### config.mk
export PLATFORM = sky130hd
export DESIGN_NAME = result_ascii_fmt
export DESIGN_NICKNAME = d
export VERILOG_FILES = /design/src/rtl/result_ascii_fmt_pkg.sv /design/src/rtl/dd_nibble_adj.sv /design/src/rtl/result_ascii_fmt.sv
export SDC_FILE = /design/constraint.sdc
export NUM_CORES = 1
export LEC_CHECK = 0
export BUFFER_PORTS_ARGS = -buffer_cell sky130_fd_sc_hd__buf_2
export CORE_ASPECT_RATIO = 1.5
export CORE_MARGIN = 3
export CORE_UTILIZATION = 55
export CTS_CLUSTER_SIZE = 12
export DETAILED_ROUTE_END_ITERATION = 7
export MAX_ROUTING_LAYER = met4
export PLACE_DENSITY = 0.73
export SLEW_MARGIN = 20
export SYNTH_ARGS = -nofsm -noshare
export SYNTH_HDL_FRONTEND = slang
export SYNTH_HIERARCHICAL = 1
export SYNTH_SLANG_ARGS = --single-unit
export TNS_END_PERCENT = 20
### constraint.sdc
create_clock -name clk -period 4.3 [get_ports clk]
set_input_delay 1.29 -clock clk [delete_from_list [all_inputs] [get_ports clk]]
set_output_delay 1.29 -clock clk [all_outputs]
set_load 0.1 [all_outputs]
### src/rtl/result_ascii_fmt_pkg.sv
// Shared definitions for the ASCII expression evaluator and its result formatter.
package result_ascii_fmt_pkg;

    // ASCII characters used by the evaluator and the formatter.
    localparam logic [7:0] CH_0    = 8'h30;
    localparam logic [7:0] CH_9    = 8'h39;
    localparam logic [7:0] CH_PLUS = 8'h2B;
    localparam logic [7:0] CH_STAR = 8'h2A;
    localparam logic [7:0] CH_EQ   = 8'h3D;

    // Default width of the evaluator result.
    localparam int RES_W = 10;

    // Formatter sequencing states.
    typedef enum logic [1:0] {
        IDLE,
        CONV,
        EMIT
    } fmt_state_t;

    // 10^n, used to prove at elaboration that NDIG digits can hold any IN_W-bit value.
    function automatic longint unsigned pow10(input int n);
        longint unsigned acc;
        acc = 64'd1;
        for (int i = 0; i < n; i++) begin
            acc = acc * 64'd10;
        end
        return acc;
    endfunction

endpackage

### src/rtl/dd_nibble_adj.sv
// Double-dabble correction cell: a BCD nibble of 5 or more gets +3 before the shift.
module dd_nibble_adj (
    input  logic [3:0] i_nib,
    output logic [3:0] o_nib
);

    // Pure combinational correction; no carry can leave the nibble for inputs 0..9.
    always_comb begin
        o_nib = (i_nib >= 4'd5) ? (i_nib + 4'd3) : i_nib;
    end

endmodule

### src/rtl/result_ascii_fmt.sv
// Binary-to-decimal ASCII formatter: sequential double-dabble conversion followed
// by a most-significant-first character stream on a valid/ready handshake.
module result_ascii_fmt
    import result_ascii_fmt_pkg::*;
#(
    parameter int IN_W        = RES_W,
    parameter int NDIG        = 4,
    parameter bit SUPPRESS_LZ = 1'b1
) (
    input  logic            clk,
    input  logic            rst_n,
    input  logic            in_valid,
    output logic            in_ready,
    input  logic [IN_W-1:0] in_value,
    output logic            out_valid,
    input  logic            out_ready,
    output logic [7:0]      out_char,
    output logic            out_last,
    output logic            busy
);

    localparam int BCD_W = 4 * NDIG;
    localparam int CNT_W = $clog2(IN_W + 1);
    localparam int IDX_W = (NDIG > 1) ? $clog2(NDIG) : 1;

    localparam logic [CNT_W-1:0] LAST_CNT = CNT_W'(IN_W - 1);
    localparam logic [IDX_W-1:0] TOP_IDX  = IDX_W'(NDIG - 1);

    // The digit count must cover the largest input value.
    if (pow10(NDIG) <= ((64'd1 << IN_W) - 64'd1)) begin : g_param_check
        $error("result_ascii_fmt: NDIG too small for IN_W");
    end

    fmt_state_t       r_state;
    fmt_state_t       w_state_next;
    logic [IN_W-1:0]  r_bin;
    logic [BCD_W-1:0] r_bcd;
    logic [CNT_W-1:0] r_cnt;
    logic [IDX_W-1:0] r_idx;
    logic             r_out_valid;
    logic             r_out_last;
    logic [7:0]       r_out_char;

    logic [BCD_W-1:0] w_bcd_adj;
    logic [BCD_W-1:0] w_bcd_next;
    logic [IN_W-1:0]  w_bin_next;
    logic             w_conv_done;
    logic             w_out_fire;
    logic [IDX_W-1:0] w_idx_start;
    logic [IDX_W-1:0] w_idx_dec;
    logic [3:0]       w_dig_cur;
    logic [3:0]       w_dig_prev;

    // One correction cell per BCD digit, all applied in parallel.
    for (genvar g = 0; g < NDIG; g++) begin : g_adj
        dd_nibble_adj u_adj (
            .i_nib (r_bcd[4*g +: 4]),
            .o_nib (w_bcd_adj[4*g +: 4])
        );
    end

    // Shift of {bcd,bin}: the binary MSB enters the BCD LSB.
    assign w_bcd_next  = {w_bcd_adj[BCD_W-2:0], r_bin[IN_W-1]};
    assign w_bin_next  = {r_bin[IN_W-2:0], 1'b0};
    assign w_conv_done = (r_state == CONV) && (r_cnt == LAST_CNT);
    assign w_out_fire  = r_out_valid && out_ready;
    assign w_idx_dec   = r_idx - IDX_W'(1);

    // Starting digit: highest nonzero digit of the finished value, or the top digit.
    always_comb begin
        // NOTE: every always_comb output gets a default first so no path leaves it unassigned (no latch).
        w_idx_start = TOP_IDX;
        if (SUPPRESS_LZ) begin
            w_idx_start = '0;
            for (int i = 1; i < NDIG; i++) begin
                if (w_bcd_next[4*i +: 4] != 4'd0) begin
                    w_idx_start = IDX_W'(i);
                end
            end
        end
    end

    // Select the digit at the current index and the one below it.
    always_comb begin
        w_dig_cur  = '0;
        w_dig_prev = '0;
        for (int i = 0; i < NDIG; i++) begin
            if (r_idx == IDX_W'(i)) begin
                w_dig_cur = r_bcd[4*i +: 4];
            end
            if (w_idx_dec == IDX_W'(i)) begin
                w_dig_prev = r_bcd[4*i +: 4];
            end
        end
    end

    // Next-state logic.
    always_comb begin
        w_state_next = r_state;
        unique case (r_state)
            IDLE:    if (in_valid)                  w_state_next = CONV;
            CONV:    if (w_conv_done)               w_state_next = EMIT;
            EMIT:    if (w_out_fire && r_out_last)  w_state_next = IDLE;
            default:                                w_state_next = IDLE;
        endcase
    end

    // State register.
    always_ff @(posedge clk or negedge rst_n) begin
        // NOTE: sequential state uses non-blocking (<=) so all registers update together at the edge.
        if (!rst_n) begin
            r_state <= IDLE;
        end else begin
            r_state <= w_state_next;
        end
    end

    // Datapath: capture, double-dabble iterations and registered character output.
    always_ff @(posedge clk or negedge rst_n) begin
        if (!rst_n) begin
            r_bin       <= '0;
            r_bcd       <= '0;
            r_cnt       <= '0;
            r_idx       <= '0;
            r_out_valid <= 1'b0;
            r_out_last  <= 1'b0;
            r_out_char  <= 8'h00;
        end else begin
            unique case (r_state)
                IDLE: begin
                    if (in_valid) begin
                        r_bin <= in_value;
                        r_bcd <= '0;
                        r_cnt <= '0;
                    end
                end
                CONV: begin
                    r_bin <= w_bin_next;
                    r_bcd <= w_bcd_next;
                    r_cnt <= r_cnt + CNT_W'(1);
                    if (w_conv_done) begin
                        r_idx <= w_idx_start;
                    end
                end
                EMIT: begin
                    if (!r_out_valid) begin
                        // First EMIT cycle loads the leading character.
                        r_out_valid <= 1'b1;
                        r_out_char  <= CH_0 + {4'h0, w_dig_cur};
                        r_out_last  <= (r_idx == '0);
                    end else if (out_ready) begin
                        if (r_out_last) begin
                            r_out_valid <= 1'b0;
                            r_out_last  <= 1'b0;
                            r_out_char  <= 8'h00;
                        end else begin
                            r_idx      <= w_idx_dec;
                            r_out_char <= CH_0 + {4'h0, w_dig_prev};
                            r_out_last <= (w_idx_dec == '0);
                        end
                    end
                end
                default: begin
                end
            endcase
        end
    end

    assign in_ready  = (r_state == IDLE);
    assign busy      = (r_state != IDLE);
    assign out_valid = r_out_valid;
    assign out_char  = r_out_char;
    assign out_last  = r_out_last;

endmodule
* Yosys cells after proc, flatten, opt, wreduce, memory -nomap -nowiden
Cells that the tools add are included.
Storage, ports and cells: register bits after elaboration 44, latch bits 0, bits in writable memories 0, ROM bits 0, output and inout bits 12, word-level logic and storage cells 91, memories kept 0
Cells by class: add/subtract/negate cells 8, multipliers 0, div/mod/pow operators 0, $lt $le $gt $ge 4, eq/ne operators 16, shift operators 0, multiplexer cells 39, bitwise gates (word level) 0, reductions and logical operators 16
Operators with widths (count):
- $mux W4 | 12
- $pmux W16 S2 | 1
- $pmux W10 S2 | 1
- $mux W2 | 9
- $ge A4 B3 Y1 const B | 4
- $mux W16 | 1
- $mux W8 | 2
- $add A6 B4 Y7 const A | 2
- $ne A2 B2 Y1 const B | 7
- $add A4 B2 Y4 const B | 3
- $reduce_bool A4 Y1 | 3
- $eq A2 B2 Y1 const B | 5
- $mux W10 | 1
- $pmux W4 S2 | 1
- $mux W1 | 7
- $mux W7 | 1
- $eq A2 B1 Y1 const B | 3
- $logic_not A2 Y1 | 3
- $pmux W2 S3 | 1
- $reduce_bool A2 Y1 | 3
- $reduce_and A5 Y1 | 1
- $add A4 B1 Y4 const B | 1
- $eq A4 B4 Y1 const B | 1
- $pmux W2 S2 | 1
- other kinds (6) | 9

* Longest topological paths before layout
Gate-level depths: netlist of the first run.
depth after elaboration 10, mapped depth 9, gate-level depth less buffers 9

* Hierarchy
The synthesis of the first run kept the hierarchy.
By module, submodules not included:
- result_ascii_fmt | instances 1, cells each 219, area each 2167.1 µm², sequential area each 1026.0 µm²
- dd_nibble_adj | instances 4, cells each 16, area each 101.3 µm², sequential area each 0.0 µm²

* Least setup slack after synthesis of the first run
OpenSTA, ideal clock, no wires.
path kind register -> output, start reg r_state[0], end out busy, arrival time 2.831 ns, required time 3.010 ns, path slack 0.179 ns, stages on the path, launching flop included 4, cell sequence dfrtp_1 clkbuf_1 nor2_1 inv_1
On the way: word-level cells in the longest chain between the ends 1
RTL lines:
- start: declaration | line result_ascii_fmt.sv:34 | fmt_state_t r_state;
- start signal: assignment | line result_ascii_fmt.sv:114 | r_state <= w_state_next;
- $reduce_bool A2 Y1 | line result_ascii_fmt.sv:170 | assign busy = (r_state != IDLE);
- end: declaration | line result_ascii_fmt.sv:19 | output logic busy
Every way passes these cells.

* Worst setup path after layout of the first run
Same ends and word-level chain as after synthesis.

==> results.json, run 1 <==
{
  "power_density_mw_per_mm2": 787,
  "status": "finished clean",
  "placed_cell_area_mm2": 0.00267,
  "p_leak_nw": 1.30,
  "cts_root_buf": "clkbuf_8",
  "ant_nets": 0,
  "cts_setup_buffers": 0,
  "place_congestion": 0.931,
  "r2r-end": "r_idx[0]$_DFFE_PN0P_",
  "rr_worst_depth": 9,
  "min_path_cells": 2,
  "final_cell_area_mm2": 0.00278,
  "layout-drive-gt1-share": 0.151,
  "r2r_slack_ps": 2050,
  "antenna_found_initial": 0,
  "syn2layout_area_growth_pct": 9.07,
  "viasPerCell": 5.87,
  "row_count": 29,
  "met2_usage": 0.380,
  "finClkSkew_ps": 4.34,
  "fillers": 382,
  "setup.worst_path.class": "reg2out",
  "cts_hold_buf": 0,
  "dpl.hpwl_um": 3810,
  "start_util": 0.586,
  "cts_buffers": 5,
  "finalCritPeriodShare": 0.692,
  "cts_buffer_depth": 2,
  "drc": 0,
  "slew_headroom": 0.394,
  "htree_levels": 2,
  "port_buffers": 23,
  "dp_cells": 337,
  "worstPathRequired_ps": 3010,
  "dr.pass1.iters": 4,
  "die-width_um": 61.6,
  "die_area_mm2": 0.00551,
  "reg2reg_from": "r_bcd[9]$_DFFE_PN0P_",
  "final_cells": 345,
  "drtIter0Drc": 65,
  "synthCells": 279,
  "wire_per_inst_um": 15.5,
  "grt_pass1_vias": 2049,
  "drt_wl_total_um": 5340,
  "critPathCaptureType": "output port",
  "cap_violations": 0,
  "power_w": 0.00219,
  "ioPinCount": 26,
  "hold_viol_final": 0,
  "overflow": 0,
  "hold_end": "r_bin[8]$_DFFE_PN0P_",
  "setup_viol": 0,
  "numClockSinks": 41,
  "min_from": "r_bin[8]$_DFFE_PN0P_",
  "start_kind": "flop",
  "hold_class": "reg2reg",
  "worstPathMaxFanout": 25,
  "tightest_slew_ps": 910,
  "report.final.slew_viol_count": 0,
  "num_antenna_cells": 0,
  "grt_pass1_wl_um": 9160,
  "avgSynthCellArea_um2": 9.15,
  "period_needed_ps": 2970,
  "tritoncts": "yes",
  "yosys_warnings": 6,
  "fmaxAchievable_mhz": 336,
  "synth_area_mm2": 0.00255,
  "critPathArrivalTime_ps": 1680,
  "final_util": 0.639,
  "met3_usage": 0.0332,
  "rsz0062_at_grt": "false",
  "num_vias": 2026,
  "vdd_drop_max_v": 0.000412,
  "core-area_mm2": 0.00435,
  "grt.total_usage": 0.227,
  "busiest_layer": "met2",
  "use_met1": 0.255,
  "ctsResizeCount": 0,
  "insertion_delay_ps": 290,
  "layout.nets": 328,
  "setup_tns_ps": 0,
  "die_h_um": 89.4,
  "grt_max_degree": 42,
  "clk_pin_slew_ps": 80
}
==> worst max path at each step <==
| stage | from | slack, ps | to |
|---|---|---|---|
| final | r_state[0]$_DFFE_PN0P_ | 1330 | busy |
| after CTS | r_state[0]$_DFFE_PN0P_ | 1310 | busy |
| after detailed placement | r_state[0]$_DFFE_PN0P_ | 1640 | busy |
| after global placement | r_state[0]$_DFFE_PN0P_ | 1650 | busy |
| after floorplan | r_state[0]$_DFFE_PN0P_ | 180 | busy |
| after global routing | r_state[0]$_DFFE_PN0P_ | 1180 | busy |
==> worst max-delay path: stages, from the launching register on <==
cell and delay, ps:
dfrtp_1 790, nor2_1 110, inv_1 70, buf_2 420
==> stage by stage <==
| step | setup slack (ps) | hold slack [ps] |
|---|---|---|
| global placement | 1650 | 464 |
| global route | 1180 | 512 |
| CTS | 1310 | 490 |
| detailed placement | 1640 | 473 |
| finish | 1330 | 486 |
| floorplan | 179 | 450 |
==> state kept, by name, indices dropped and copies added, names as in the netlist <==
name / flops
out_last: 1
r_bin: 10
r_bcd: 16
out_valid: 1
out_char: 5
r_state: 2
r_idx: 2
r_cnt: 4
==> power by group <==
part,internal [W],total [W],switching [W]
Combinational,0.000429,0.00112,0.000688
Clock,0.000190,0.000327,0.000137
Sequential,0.000536,0.000746,0.000210
==> metal layers <==
layer / routed length, um / part of all wire
met5: 0 / 0
met4: 188 / 0.035
met3: 136 / 0.025
met2: 2760 / 0.52
met1: 2250 / 0.42
==> cell type report <==
cell class | instances | area, um2 | share of cell area
Clock buffer | 7 | 86.3 | 0.0310
Clock inverter | 1 | 30.0 | 0.0108
Inverter | 16 | 60.1 | 0.0216
Timing Repair Buffer | 25 | 130 | 0.0467
Multi-Input combinational cell | 209 | 1390 | 0.501
Sequential cell | 41 | 1030 | 0.369
Tap cell | 46 | 57.6 | 0.0207
==> layout by cell type (no fill, tap or decap), types with 2 or more instances in the layout <==
master / instances
a21oi_1: 9
a21oi_2: 4
a22o_1: 20
a22oi_1: 4
and3_1: 2
and3b_1: 2
buf_2: 23
buf_4: 2
clkbuf_8: 6
conb_1: 2
dfrtp_1: 41
ha_1: 16
inv_1: 15
mux2i_1: 6
nand2_1: 49
nand2b_1: 13
nand3_1: 7
nor2_1: 12
nor2b_1: 2
nor3b_1: 5
o2111ai_1: 3
o211ai_1: 7
o21ai_0: 18
o21ai_1: 3
o221a_2: 3
xnor2_1: 4
Note: power is estimated with default switching activity, not from simulation.
==> run 2, diff against run 1 <==
--- a/config.mk
+++ b/config.mk
@@ -8,11 +8,11 @@
 export BUFFER_PORTS_ARGS = -buffer_cell sky130_fd_sc_hd__buf_2
 export CORE_ASPECT_RATIO = 1.5
 export CORE_MARGIN = 3
-export CORE_UTILIZATION = 55
+export CORE_UTILIZATION = 53
 export CTS_CLUSTER_SIZE = 12
 export DETAILED_ROUTE_END_ITERATION = 7
 export MAX_ROUTING_LAYER = met4
-export PLACE_DENSITY = 0.73
+export PLACE_DENSITY = 0.74
 export SLEW_MARGIN = 20
 export SYNTH_ARGS = -nofsm -noshare
 export SYNTH_HDL_FRONTEND = slang
==> constraint.sdc (replaced) <==
create_clock -name clk -period 2.71 [get_ports clk]
set_input_delay 0.813 -clock clk [delete_from_list [all_inputs] [get_ports clk]]
set_output_delay 0.813 -clock clk [all_outputs]
set_load 0.1 [all_outputs]
==> run 2 against run 1 <==
Sequential share of layout area fell by 0.41 points. Cell count rose by 6.4%. Die area rose by 3.5%. Utilization fell by 2.5 points.
==> results.json, run 2 (synthesis gave the netlist of run 1 again) <==
{
  "layout-drive-gt1-share": 0.165,
  "cts_root_buf": "clkbuf_8",
  "worstPathMaxFanout": 5,
  "grt_max_degree": 31,
  "fmaxAchievable_mhz": 454,
  "cts_buffer_depth": 2,
  "cts_buffers": 5,
  "die_h_um": 91.0,
  "clk_pin_slew_ps": 90,
  "setup_tns_ps": 0,
  "grt_pass1_wl_um": 9380,
  "cp_cell_sequence": "inv_1, ha_1, nand2b_1, a21oi_2, xnor2_1, nor4_1, o41ai_1, a22o_1, mux2i_1",
  "cts_hold_buf": 0,
  "start_kind": "flop",
  "layout.nets": 332,
  "cap_violations": 0,
  "status": "finished clean",
  "wire_per_inst_um": 14.7,
  "multi_input_area_mm2": 0.00140,
  "dr.pass1.iters": 4,
  "drt_wl_total_um": 5380,
  "grt.total_usage": 0.209,
  "period_needed_ps": 2200,
  "ctsResizeCount": 0,
  "final_cell_mix": "nand2_1, dfrtp_1, buf_2",
  "power_density_mw_per_mm2": 1200,
  "finalCritPeriodShare": 0.813,
  "dpl.hpwl_um": 4090,
  "slowest_delay_ps": 460,
  "rsz0062_at_grt": "false",
  "grt_pass1_vias": 2085,
  "critPathArrivalTime_ps": 2430,
  "finClkSkew_ps": 11.6,
  "syn2layout_area_growth_pct": 10.3,
  "p_leak_nw": 1.30,
  "port_buffers": 23,
  "hold_viol_final": 0,
  "row_count": 30,
  "place_congestion": 0.935,
  "start_util": 0.557,
  "tritoncts": "yes",
  "hold_class": "in2async",
  "num_antenna_cells": 0,
  "numClockSinks": 41,
  "regMostFlops": "r_bcd",
  "crit_buf_inv": 1,
  "ant_nets": 0,
  "report.final.slew_viol_count": 0,
  "core-area_mm2": 0.00458,
  "vdd_drop_max_v": 0.000639,
  "holdWs_ps": 385,
  "viasPerCell": 5.67,
  "htree_levels": 2,
  "final_common_cell": "nand2_1",
  "num_vias": 2082,
  "worstPathRequired_ps": 2940,
  "seqCellArea_mm2": 0.00103,
  "critPathSlowestCell": "nor4_1",
  "setup.worst_path.class": "reg2reg",
  "critPathCaptureType": "flop",
  "insertion_delay_ps": 300,
  "antenna_found_initial": 0,
  "setup_viol": 0,
  "die_area_mm2": 0.00570,
  "drtIter0Drc": 90,
  "largest_reg_flops": 16,
  "overflow": 0,
  "cts_setup_buffers": 0,
  "fillers": 426,
  "die-width_um": 62.7,
  "ioPinCount": 26,
  "critPathTopFamily": "simple AND/OR/NAND/NOR gates",
  "drc": 0
}
[run 2: cell type report]
cell class                 instances  share of cell area
clock buffer                       6              0.0258
clock inverter                     2             0.00533
inverter                          16              0.0213
multi-input combinational        209               0.498
sequential                        41               0.364
tap                               64              0.0284
timing repair buffer              29              0.0569
[run 2: final timing paths]
check,start,to,slack (ps),cells after the start
worst min-delay path,rst_n,r_bcd[3]$_DFFE_PN0P_,380,1
max in group asynchronous,rst_n,r_bin[9]$_DFFE_PN0P_,1810,2
min in group clk,out_char[2]$_DFFE_PN0P_,out_char[2]$_DFFE_PN0P_,490,2
worst max register to register,r_bcd[9]$_DFFE_PN0P_,r_idx[0]$_DFFE_PN0P_,510,9
worst min register to register,out_char[2]$_DFFE_PN0P_,out_char[2]$_DFFE_PN0P_,490,2
worst max-delay path,r_bcd[9]$_DFFE_PN0P_,r_idx[0]$_DFFE_PN0P_,510,9
[run 2: power by group]
part | total, W | switching, W | internal (W)
combinational | 0.00183 | 0.00114 | 0.000696
sequential | 0.00115 | 0.000298 | 0.000852
clock | 0.000406 | 0.000224 | 0.000182
[run 2: per-stage QoR]
| step | std cells | utilization | cell area [um2] | total power, W | worst slack, ps |
|---|---|---|---|---|---|
| after global routing | 367 | 0.615 | 2820 | 0.00368 | 310 |
| after CTS | 367 | 0.615 | 2820 | 0.00341 | 544 |
| after detailed placement | 359 | 0.596 | 2730 | 0.00300 | 585 |
| after global placement | 359 | 0.596 | 2730 | 0.00295 | 649 |
| final | 367 | 0.615 | 2820 | 0.00339 | 507 |
| after floorplan | 280 | - | 2560 | 0.00262 | 181 |
[run 2: metal layers]
layer	vias to the layer above	track usage	part of all wire
met3	19	0.0309	0.028
li1	1030	-	-
met2	41	0.358	0.51
met5	-	-	0
met4	0	0.0976	0.036
met1	992	0.240	0.42
